### config.mk
export PLATFORM = sky130hd
export DESIGN_NAME = mfp_irq_ctrl
export DESIGN_NICKNAME = d
export VERILOG_FILES = /design/src/rtl/mfp_irq_pkg.sv /design/src/rtl/mfp_irq_prio.sv /design/src/rtl/mfp_irq_ctrl.sv
export SDC_FILE = /design/constraint.sdc
export NUM_CORES = 1
export LEC_CHECK = 0
export BUFFER_PORTS_ARGS = -buffer_cell sky130_fd_sc_hd__buf_2
export CAP_MARGIN = 30
export CORE_MARGIN = 2
export CORE_UTILIZATION = 60
export DETAILED_ROUTE_END_ITERATION = 12
export PLACE_DENSITY_LB_ADDON = 0.2
export SYNTH_ARGS = -nofsm -noshare
export SYNTH_HDL_FRONTEND = slang
export SYNTH_HIERARCHICAL = 1
export SYNTH_SLANG_ARGS = --single-unit
### constraint.sdc
create_clock -name CLK -period 5.95 [get_ports CLK]
set_input_delay 1.785 -clock CLK [delete_from_list [all_inputs] [get_ports CLK]]
set_output_delay 1.785 -clock CLK [all_outputs]
set_load 0.02 [all_outputs]
### src/rtl/mfp_irq_pkg.sv
// mfp_irq_pkg: shared definitions for the MFP interrupt controller.
//   - register select codes for REG_SEL
//   - vector returned when an acknowledge finds no eligible source
//   - acknowledge sequencer state type and encodings
package mfp_irq_pkg;

  localparam logic [3:0] REG_IERA = 4'd0;
  localparam logic [3:0] REG_IERB = 4'd1;
  localparam logic [3:0] REG_IPRA = 4'd2;
  localparam logic [3:0] REG_IPRB = 4'd3;
  localparam logic [3:0] REG_ISRA = 4'd4;
  localparam logic [3:0] REG_ISRB = 4'd5;
  localparam logic [3:0] REG_IMRA = 4'd6;
  localparam logic [3:0] REG_IMRB = 4'd7;
  localparam logic [3:0] REG_VR   = 4'd8;

  localparam logic [7:0] SPURIOUS_VEC = 8'h18;

  typedef logic [1:0] state_t;
  localparam state_t IDLE = 2'd0;
  localparam state_t ARB  = 2'd1;
  localparam state_t VEC  = 2'd2;

endpackage

### src/rtl/mfp_irq_prio.sv
// mfp_irq_prio: combinational priority resolver.
//   i_req [15:0] : pending-and-unmasked sources
//   i_isr [15:0] : in-service bits; a source is eligible only above the
//                  highest in-service bit
//   o_any        : at least one source eligible
//   o_win [3:0]  : highest eligible index (0 when o_any is low)
module mfp_irq_prio (
  input  logic [15:0] i_req,
  input  logic [15:0] i_isr,
  output logic        o_any,
  output logic [3:0]  o_win
);

  logic [15:0] w_elig;

  always_comb begin
    w_elig = '0;
    o_win  = '0;
    for (int unsigned k = 0; k < 16; k++) begin
      // no in-service bit at or above k
      w_elig[k] = i_req[k] & ((i_isr >> k) == 16'd0);
      if (w_elig[k]) o_win = 4'(k);
    end
    o_any = |w_elig;
  end

endmodule

### src/rtl/mfp_irq_ctrl.sv
// mfp_irq_ctrl: 16-source interrupt controller / arbiter for the MFP.
// Ports:
//   CLK, RST (async, active-high)
//   SRC_I[15:0]  event pulses (15 = highest priority)
//   REG_SEL/REG_WE/REG_DI/REG_DO  register access (IER/IPR/ISR/IMR A,B; VR)
//   IRQ          registered interrupt request
//   IACK         acknowledge pulse
//   VEC_VALID, VEC_O, SPURIOUS  acknowledge response
// Build option: define MFP_IRQ_SYNC_EN to pass SRC_I[7:0] through a
// 2-flop synchronizer with rising-edge detect (+2 CLK latency).
module mfp_irq_ctrl
  import mfp_irq_pkg::*;
(
  input  logic        CLK,
  input  logic        RST,
  input  logic [15:0] SRC_I,
  input  logic [3:0]  REG_SEL,
  input  logic        REG_WE,
  input  logic [7:0]  REG_DI,
  output logic [7:0]  REG_DO,
  output logic        IRQ,
  input  logic        IACK,
  output logic        VEC_VALID,
  output logic [7:0]  VEC_O,
  output logic        SPURIOUS
);

  logic [15:0] r_ier, r_ipr, r_isr, r_imr;
  logic [7:4]  r_vr_base;
  logic        r_vr_s;
  state_t      r_state;
  logic        r_irq, r_vv, r_spur;
  logic [7:0]  r_vec;

  logic [15:0] w_evt, w_req;
  logic [15:0] w_ier_nxt, w_ipr_nxt, w_isr_nxt, w_imr_nxt;
  logic [7:4]  w_base_nxt;
  logic        w_s_nxt;
  logic        w_any;
  logic [3:0]  w_win;

`ifdef MFP_IRQ_SYNC_EN
  logic [7:0] r_sync1, r_sync2, r_sync3;

  always_ff @(posedge CLK or posedge RST) begin
    if (RST) begin
      r_sync1 <= '0;
      r_sync2 <= '0;
      r_sync3 <= '0;
    end else begin
      r_sync1 <= SRC_I[7:0];
      r_sync2 <= r_sync1;
      r_sync3 <= r_sync2;
    end
  end

  assign w_evt = {SRC_I[15:8], r_sync2 & ~r_sync3};
`else
  assign w_evt = SRC_I;
`endif

  assign w_req = r_ipr & r_imr;

  mfp_irq_prio u_prio (
    .i_req (w_req),
    .i_isr (r_isr),
    .o_any (w_any),
    .o_win (w_win)
  );

  always_comb begin
    w_ier_nxt  = r_ier;
    w_ipr_nxt  = r_ipr;
    w_isr_nxt  = r_isr;
    w_imr_nxt  = r_imr;
    w_base_nxt = r_vr_base;
    w_s_nxt    = r_vr_s;
    if (REG_WE) begin
      case (REG_SEL)
        REG_IERA: w_ier_nxt[15:8] = REG_DI;
        REG_IERB: w_ier_nxt[7:0]  = REG_DI;
        REG_IPRA: w_ipr_nxt[15:8] = r_ipr[15:8] & REG_DI;
        REG_IPRB: w_ipr_nxt[7:0]  = r_ipr[7:0] & REG_DI;
        REG_ISRA: w_isr_nxt[15:8] = r_isr[15:8] & REG_DI;
        REG_ISRB: w_isr_nxt[7:0]  = r_isr[7:0] & REG_DI;
        REG_IMRA: w_imr_nxt[15:8] = REG_DI;
        REG_IMRB: w_imr_nxt[7:0]  = REG_DI;
        REG_VR: begin
          w_base_nxt = REG_DI[7:4];
          w_s_nxt    = REG_DI[3];
          if (!REG_DI[3]) w_isr_nxt = '0;
        end
        default: ;
      endcase
    end
    // disabling a source discards anything it had pending
    w_ipr_nxt = w_ipr_nxt & w_ier_nxt;
    // Acknowledge bookkeeping is committed on the ARB->VEC edge so the
    // cleared IPR is visible in the same cycle VEC_VALID is presented.
    if (r_state == ARB && w_any) begin
      w_ipr_nxt[w_win] = 1'b0;
      if (r_vr_s) w_isr_nxt[w_win] = 1'b1;
    end
    // a new event beats any clear in the same cycle
    w_ipr_nxt = w_ipr_nxt | (w_evt & w_ier_nxt);
  end

  always_ff @(posedge CLK or posedge RST) begin
    if (RST) begin
      r_ier     <= '0;
      r_ipr     <= '0;
      r_isr     <= '0;
      r_imr     <= '0;
      r_vr_base <= '0;
      r_vr_s    <= 1'b0;
    end else begin
      r_ier     <= w_ier_nxt;
      r_ipr     <= w_ipr_nxt;
      r_isr     <= w_isr_nxt;
      r_imr     <= w_imr_nxt;
      r_vr_base <= w_base_nxt;
      r_vr_s    <= w_s_nxt;
    end
  end

  always_ff @(posedge CLK or posedge RST) begin
    if (RST) begin
      r_state <= IDLE;
      r_irq   <= 1'b0;
      r_vv    <= 1'b0;
      r_spur  <= 1'b0;
      r_vec   <= '0;
    end else begin
      r_irq  <= w_any;
      r_vv   <= 1'b0;
      r_spur <= 1'b0;
      case (r_state)
        IDLE: if (IACK) r_state <= ARB;
        ARB: begin
          r_state <= VEC;
          r_vv    <= 1'b1;
          r_spur  <= ~w_any;
          r_vec   <= w_any ? {r_vr_base, w_win} : SPURIOUS_VEC;
        end
        VEC:     r_state <= IDLE;
        default: r_state <= IDLE;
      endcase
    end
  end

  always_comb begin
    REG_DO = '0;
    case (REG_SEL)
      REG_IERA: REG_DO = r_ier[15:8];
      REG_IERB: REG_DO = r_ier[7:0];
      REG_IPRA: REG_DO = r_ipr[15:8];
      REG_IPRB: REG_DO = r_ipr[7:0];
      REG_ISRA: REG_DO = r_isr[15:8];
      REG_ISRB: REG_DO = r_isr[7:0];
      REG_IMRA: REG_DO = r_imr[15:8];
      REG_IMRB: REG_DO = r_imr[7:0];
      REG_VR:   REG_DO = {r_vr_base, r_vr_s, 3'b000};
      default:  REG_DO = '0;
    endcase
  end

  assign IRQ       = r_irq;
  assign VEC_VALID = r_vv;
  assign VEC_O     = r_vec;
  assign SPURIOUS  = r_spur;

endmodule

Yosys cells after proc, flatten, opt, wreduce, memory -nomap -nowiden
Index checks and enable logic that the tools add are counted.
{"block": "op_classes", "n_lt_le_gt_ge": 2, "eq_ne": 10, "n_mux": 36, "bitwise_logic": 28, "n_reduce_logical": 24}
{"op": "zero test 16 bit", "n": 16}
{"op": "two-way mux 16 bit", "n": 7}
{"op": "one-hot mux 8 bit (9 select lines)", "n": 1}
{"op": "bitwise AND 16 bit", "n": 4}
{"op": "two-way mux 4 bit", "n": 14}
{"op": "two-way mux 8 bit", "n": 5}
{"op": "bitwise AND 8 bit", "n": 4}
{"op": "OR 16 bit", "n": 2}
{"op": "one-hot mux 8 bit (2 select lines)", "n": 2}
{"op": "bitwise AND 1 bit", "n": 16}
{"op": "equality test 4 x 3 -> 1 bit (second input constant)", "n": 4}
{"op": "inverter 16 bit", "n": 1}
{"op": "OR reduction 16 bit", "n": 1}
{"op": "equality test 4 x 2 -> 1 bit (second input constant)", "n": 2}
{"op": "AND reduction 2 bit", "n": 3}
{"op": "< comparator 4 x 5 -> 1 bit (second input constant)", "n": 1}
{"op": "demux 1 bit (select 4 bit)", "n": 1}
{"op": "equality test 4 x 1 -> 1 bit (second input constant)", "n": 1}
{"op": "equality test 4 bit (second input constant)", "n": 1}
{"op": ">= comparator 4 x 1 -> 1 bit (second input constant)", "n": 1}
{"op": "zero test 4 bit", "n": 1}
{"op": "two-way mux 1 bit", "n": 4}
{"op": "one-hot mux 2 bit (2 select lines)", "n": 1}
{"op": "equality test 2 x 1 -> 1 bit (second input constant)", "n": 1}
{"op": "other kinds (5)", "n": 6}
{"block": "word_totals", "regBits": 82, "input_bits": 32, "output_inout_bits": 19}

Longest topological paths before layout
Gate-level depths: netlist of run 1.
{"block": "depth", "word_depth": 25, "ltp_mapped": 10}

By module
The synthesis of run 1 kept the hierarchy.
{"module": "mfp_irq_ctrl", "instances": 1, "cells_per_inst": 430, "area_per_inst_um2": 4357.9, "seq_area_each_um2": 2052.0}
{"module": "mfp_irq_prio", "instances": 1, "cells_per_inst": 58, "area_per_inst_um2": 354.1, "seq_area_each_um2": 0.0}

Least setup slack after synthesis of run 1
No wires, ideal clock.
{"block": "synth_path", "kind": "in2out", "start": "in REG_SEL[1]", "end": "out REG_DO[5]", "arrival_time_ns": 3.024, "path_slack_ns": 1.141, "cell_stages": 7, "n_path_buf": 3, "cell_sequence": "buf_4 buf_6 buf_2 nand2_1 o21ai_1 a221oi_1 o32ai_1"}
{"block": "synth_between", "elab_chain_len": 2, "elab_cells_between_ends": 10, "cone_classes": "eq/ne (8); mux (1); reduce/logical (1)"}
{"element": "start: declaration", "line_no": "mfp_irq_ctrl.sv:17", "source": "input logic [3:0] REG_SEL,"}
{"element": "equality test 4 bit (tied with other cells)", "line_no": "mfp_irq_ctrl.sv:153", "source": "case (REG_SEL)"}
{"element": "one-hot mux 8 bit (9 select lines) (*)", "line_no": "mfp_irq_ctrl.sv:153"}
{"element": "end: declaration", "line_no": "mfp_irq_ctrl.sv:20", "source": "output logic [7:0] REG_DO,"}
Every way passes the cells marked *; elsewhere a longest branch is shown, timed or not.

Worst setup path in the final report of run 1
{"block": "layout_path", "start": "in REG_SEL[1]", "end": "out REG_DO[4]"}
The elaborated chain is that of the path after synthesis.

==> results of run 1 <==
==> flip-flops by register name, indices dropped and copies added, names as in the netlist <==
register and cells:
r_vr_s 1, SPURIOUS 1, r_ipr 16, VEC_O 8, r_isr 16, VEC_VALID 1
r_state 2, r_ier 16, IRQ 1, r_imr 16, r_vr_base 4
==> synth_stat cells (11+ instances only) <==
cell / instances / area [µm²]
buf_2: 16 / 80.1
a21oi_1: 38 / 190
a221oi_1: 12 / 105
and2_1: 18 / 113
nand3_1: 12 / 60.1
nor2_1: 24 / 90.1
dfrtp_1: 82 / 2050
nand2_1: 50 / 188
o22ai_1: 14 / 87.6
inv_1: 32 / 120
o21ai_0: 11 / 55.1
mux2_1: 31 / 349
==> routing by layer <==
metal / global-route usage / vias to the layer above
li1: - / 1824
met1: 0.459 / 2009
met2: 0.507 / 240
met3: 0.0480 / 44
met4: 0.181 / 0
met5: 0 / -
==> path summary, 6_finish.rpt <==
check                                       start  depth (start not counted)                      to
hold reg to reg            r_state[0]$_DFFE_PP0P_                          1  r_state[0]$_DFFE_PP0P_
hold / removal             r_state[0]$_DFFE_PP0P_                          1  r_state[0]$_DFFE_PP0P_
setup reg to reg              r_isr[15]$_DFF_PP0_                          8      r_isr[1]$_DFF_PP0_
setup / recovery                       REG_SEL[1]                          6               REG_DO[4]
min in group asynchronous                     RST                          2      r_isr[6]$_DFF_PP0_
max in group asynchronous                     RST                          3     r_ipr[13]$_DFF_PP0_
==> stage by stage <==
stage	cells	area (µm²)	setup slack, ns	total power (W)	hold slack [ns]
after floorplan	488	4710	1.14	0.00113	0.413
after global placement	611	4940	0.735	0.00128	0.436
after detailed placement	611	4940	0.720	0.00130	0.440
after CTS	626	5120	0.718	0.00169	0.457
after global routing	626	5120	0.571	0.00178	0.498
final	626	5120	0.709	0.00170	0.455
==> power groups by stage <==
stage	clock [W]	sequential [W]	combinational, W
5_1_grt	0.000419	0.000807	0.000554
3_5_place_dp	0	0.000801	0.000497
6_report	0.000399	0.000796	0.000507
2_1_floorplan	0	0.000782	0.000347
3_3_place_gp	0	0.000796	0.000486
4_1_cts	0.000401	0.000790	0.000500
==> kinds of logic (layout without fill, tap and decap cells) <==
family | Yosys count | after routing | share of synthesized area
mux | 42 | 42 | 0.107
simple gates | 168 | 168 | 0.201
flops | 82 | 82 | 0.435
compound gates | 131 | 131 | 0.193
buf+inv | 65 | 101 | 0.0640
==> cell type report <==
cell class	count	area (µm²)	share of cell area
Multi-Input combinational cell	341	2360	0.461
Inverter	33	125	0.0244
Tap cell	102	128	0.0249
Sequential cell	82	2050	0.401
Clock buffer	10	128	0.0249
Timing Repair Buffer	53	273	0.0533
Clock inverter	5	56.3	0.0110
==> critical path, delay by kind of cell <==
family / cells / cell delay [ns]
AO/OA/AOI/OAI: 2 / 0.23
buffers and inverters: 2 / 0.74
multiplexers: 1 / 0.58
AND/OR/NAND/NOR: 1 / 0.11
==> cells in the final DEF, fill, tap and decap left out, types with 3 or more instances in the layout <==
cell type	Yosys	routed
nor2b_1	7	7
nand2_1	50	50
a221oi_1	12	12
mux2_1	31	31
o21ai_0	11	11
clkbuf_8	0	9
nand2b_1	5	5
a22oi_1	3	3
nand3b_1	7	7
or2_1	3	3
o221a_1	8	8
nor3_1	7	7
mux2_2	5	5
o21bai_1	4	4
mux2i_1	3	3
o21a_1	8	8
and2b_1	3	3
nand3_1	12	12
nor2_1	24	24
nor4_1	4	4
buf_4	4	3
nor4b_1	4	4
and2_1	18	18
dfrtp_1	82	82
clkinv_2	0	3
inv_1	32	31
mux4_2	3	3
a31oi_1	4	4
buf_2	16	50
o21ai_1	9	9
o22ai_1	14	14
and3_1	4	4
a21oi_1	38	38
==> impl_metrics.csv, run 1 <==
group,metric,value,unit
critical_path,crit_path_end_kind,"output pin",
placement,port_buffers,50,
critical_path,crit_path_frequent_cell,"buf_2",
sta,tns,0,ns
layout,nets,552,
clock_tree,clock-sinks,82,
die,die-width,92.6,µm
die,io_pins,51,
power_and_ir_drop,p_switching,0.000634,W
synthesis,synth_ff_type,"dfrtp_1",
synthesis,ys_seq_area_frac,0.435,
synthesis,synth-seq-cells,82,
clock_tree,cts_tree,"built",
critical_path,slowest_delay,0.58,ns
die,dieArea,8580,µm²
synthesis,synthCells,488,
critical_path,startpoint_type,"primary input",
route,wl_met2,6200,µm
critical_path,r2r_slack,2.17,ns
grt,grt_pass1_vias,4070,
layout,antenna_cells,0,
placement,dp_hpwl,9720,µm
sta,max_clock_freq,191,MHz
status,status,"complete, no violations",
clock_tree,root_buffer,"clkbuf_8",
route,wl_per_cell,21.5,µm
grt,grt_pass1_wl,21500,µm
grt,grt_max_degree,51,
route,via_per_inst,6.58,
power_and_ir_drop,power.share.clock,0.235,
power_and_ir_drop,leakage,2.33,nW
sta,rsz0062_at_grt,"no",
power_and_ir_drop,share_seq_of_total_power,0.468,
sta,fin_crit,5.24,ns
layout,synthToLayoutAreaGrowth,8.66,%
die,dieHeight,92.6,µm
sta,finalSetupViolCount,0,
synthesis,syn_area,4710,µm²
route,highest_layer,"met4",
power_and_ir_drop,p_sw_frac,0.373,
clock_tree,numCtsBuffers,9,
critical_path,worstPathRequired,4.16,ns
clock_tree,cts_hold_buffers,0,
grt,grt_antenna_before_repair,0,
synthesis,async_flop_share,1.00,
layout,fillers,668,
die,rows,32,
synthesis,ys_types,65,
route,wl_met1,5590,µm
route,first_iter_violations,435,
critical_path,cpMaxStageDelayCell,"buf_2",
synthesis,syn_area_per_cell,9.66,µm²
layout,drive_gt1_frac,0.177,
grt,gr-total-overflow,0,
synthesis,synth_edf_count,0,
layout,utilization,0.666,
route,routed_wl,13400,µm
synthesis,yosysWarnings,6,
sta,clock_skew,0.00868,ns
clock_tree,post_cts_buffers,0,
synthesis,syn_nets,520,
clock_tree,cts_resized,0,
sta,final_max_slew_viol_count,0,
placement,place_congestion,0.961,
power_and_ir_drop,power_density,332,nW/µm²
critical_path,worstPathMaxFanout,35,
route,dr.pass1.iters,5,
clock_tree,worstSkewPairLatency,0.36,ns
power_and_ir_drop,peakVddDrop,0.190,mV
die,start_util,0.613,
power_and_ir_drop,combPwrFrac,0.298,
die,core_area,7690,µm²
critical_path,path_cells,"buf_2 -> mux4_2 -> nor2_1 -> a2bb2oi_1 -> a21oi_1 -> buf_2",
clock_tree,clk_pin_slew,0.09,ns
clock_tree,htree_levels,3,
sta,fin_crit_sh,0.881,
power_and_ir_drop,p_int,0.00107,W
critical_path,crit_type,"in -> out",
grt,track_usage,0.332,
sta,finalHoldViolations,0,
critical_path,cp.arrival,3.46,ns
route,vias,4117,
clock_tree,clk_path_buf_depth,2,
worst_hold_path,hold_class,"reg -> reg",
sta,tightest_slew,0.883,ns
sta,slew_headroom,0.412,
route,final_antenna_net_count,0,
route,met3_length,1130,µm
route,drc,0,
flow_run,drv_cap,0,
No activity file was read; power rests on OpenSTA's default activity.
==> run 2: changes to the inputs <==
--- a/config.mk
+++ b/config.mk
@@ -7,8 +7,10 @@
 export LEC_CHECK = 0
 export BUFFER_PORTS_ARGS = -buffer_cell sky130_fd_sc_hd__buf_2
 export CAP_MARGIN = 30
+export CELL_PAD_IN_SITES_DETAIL_PLACEMENT = 1
+export CELL_PAD_IN_SITES_GLOBAL_PLACEMENT = 2
 export CORE_MARGIN = 2
-export CORE_UTILIZATION = 60
+export CORE_UTILIZATION = 40
 export DETAILED_ROUTE_END_ITERATION = 12
 export PLACE_DENSITY_LB_ADDON = 0.2
 export SYNTH_ARGS = -nofsm -noshare
==> impl_metrics.csv, run 2 (synthesized netlist as in run 1, its figures left out) <==
group,metric,value,unit
critical_path,startpoint_type,"primary input",
grt,grt_antenna_before_repair,0,
placement,post-place-ws,0.792,ns
critical_path,path_cells,"buf_2 -> nor2_1 -> buf_4 -> a221oi_1 -> o32ai_1 -> buf_2",
route,wl_per_cell,23.7,µm
layout,antenna_cells,0,
die,rows,39,
layout,synthToLayoutAreaGrowth,12.6,%
sta,fin_crit_sh,0.872,
clock_tree,clock-sinks,82,
critical_path,cpMaxStageDelayCell,"o32ai_1",
placement,dp_hpwl,11600,µm
layout,nets,552,
critical_path,slowest_delay,0.41,ns
layout,design_area,5310,µm²
clock_tree,root_buffer,"clkbuf_16",
die,dieHeight,113,µm
power_and_ir_drop,peakVddDrop,0.211,mV
sta,fin_crit,5.19,ns
grt,grt_pass1_vias,4149,
layout,layout_commonest_cell,"dfrtp_1",
critical_path,cp.depth,6,
critical_path,worstPathMaxFanout,29,
sta,finalHoldViolations,0,
placement,port_buffers,50,
clock_tree,post_cts_buffers,0,
critical_path,crit_path_end_kind,"output pin",
clock_tree,numCtsBuffers,9,
route,dr.pass1.iters,5,
clock_tree,htree_levels,3,
sta,finalSetupViolCount,0,
clock_tree,clk_path_buf_depth,2,
die,die-width,113,µm
sta,tightest_slew,0.905,ns
route,drc,0,
die,dieArea,12700,µm²
sta,slew_headroom,0.397,
clock_tree,cts_tree,"built",
critical_path,crit_type,"in -> out",
die,start_util,0.411,
grt,grt_pass1_wl,24800,µm
sta,tns,0,ns
critical_path,crit_family,"buffers and inverters",
route,final_antenna_net_count,0,
worst_hold_path,worstHoldPathCells,1,
critical_path,crit_buf_inv,3,
clock_tree,cts_resized,0,
critical_path,crit_path_frequent_cell,"buf_2",
sta,max_clock_freq,193,MHz
worst_hold_path,hold_class,"reg -> reg",
status,status,"complete, no violations",
sta,final_max_slew_viol_count,0,
critical_path,cp.arrival,3.40,ns
layout,drive_gt1_frac,0.179,
sta,setup_ws,0.763,ns
die,io_pins,51,
grt,grt_max_degree,51,
flow_run,drv_cap,0,
clock_tree,worstSkewPairLatency,0.36,ns
layout,final_cell_mix,"dfrtp_1 (82), nand2_1 (50), buf_2 (50), a21oi_1 (38)",
grt,gr-total-overflow,0,
clock_tree,cts_hold_buffers,0,
critical_path,ff2ff_path_depth,8,
placement,place_congestion,0.870,
power_and_ir_drop,power_density,365,nW/µm²
route,vias,4026,
critical_path,r2r_slack,2.18,ns
die,core_area,11500,µm²
layout,final_cells,668,
critical_path,worstPathRequired,4.16,ns
route,via_per_inst,6.03,
power_and_ir_drop,leakage,2.39,nW
clock_tree,clk_pin_slew,0.06,ns
placement,placed_cells,652,
grt,track_usage,0.262,
sta,rsz0062_at_grt,"no",
sta,clock_skew,0.00764,ns
placement,placed_area,4990,µm²
route,first_iter_violations,304,
route,routed_wl,15900,µm
[run 2: cell types whose count changed in the layout (fill, tap and decap cells not counted)]
cell / previous run / this run
clkinv_4: 1 / 0
clkbuf_8: 9 / 1
clkbuf_16: 0 / 9
bufinv_16: 1 / 2
[run 2: metrics by stage]
| step | total power, W | hold WS (ns) | util |
|---|---|---|---|
| global placement | 0.00131 | 0.431 | 0.435 |
| finish | 0.00194 | 0.450 | 0.463 |
| detailed placement | 0.00133 | 0.446 | 0.435 |
| global route | 0.00204 | 0.471 | 0.463 |
| floorplan | 0.00113 | 0.413 | - |
| CTS | 0.00195 | 0.454 | 0.463 |
[run 2: worst reg2reg max path: stages, from the launching register on]
cell and delay, ns:
dfrtp_1 0.46, or4_4 0.58, or3_4 0.36, or4_4 0.43
o21bai_1 0.69, and4bb_1 0.41, nand2b_1 0.23, or2_1 0.33
o22ai_1 0.19
[run 2: path summary, 6_finish.rpt]
check                                       start                     end
setup / recovery                       REG_SEL[1]               REG_DO[5]
hold / removal             r_state[1]$_DFFE_PP0P_  r_state[0]$_DFFE_PP0P_
setup reg to reg              r_isr[15]$_DFF_PP0_      r_isr[0]$_DFF_PP0_
hold reg to reg            r_state[1]$_DFFE_PP0P_  r_state[0]$_DFFE_PP0P_
min in group asynchronous                     RST      r_isr[7]$_DFF_PP0_
max in group asynchronous                     RST     r_ipr[14]$_DFF_PP0_
[run 2: layout make-up]
type                       instances  area (µm²)
multi-input combinational        341        2360
sequential                        82        2050
tap                              143         179
fill                            1304        6160
timing repair buffer              53         273
clock buffer                      11         243
inverter                          33         125
clock inverter                     5        77.6
[run 2: routing by layer]
layer  GRT usage  share of wire  vias up
met4      0.0886          0.023        0
li1            -              -     1828
met5           0              0        -
met2       0.419           0.47      127
met3      0.0464          0.049       23
met1       0.360           0.45     2048
[run 2: power by group]
group	switching, W	internal [W]	total [W]
Sequential	0.000126	0.000680	0.000806
Clock	0.000236	0.000378	0.000614
Combinational	0.000322	0.000198	0.000519
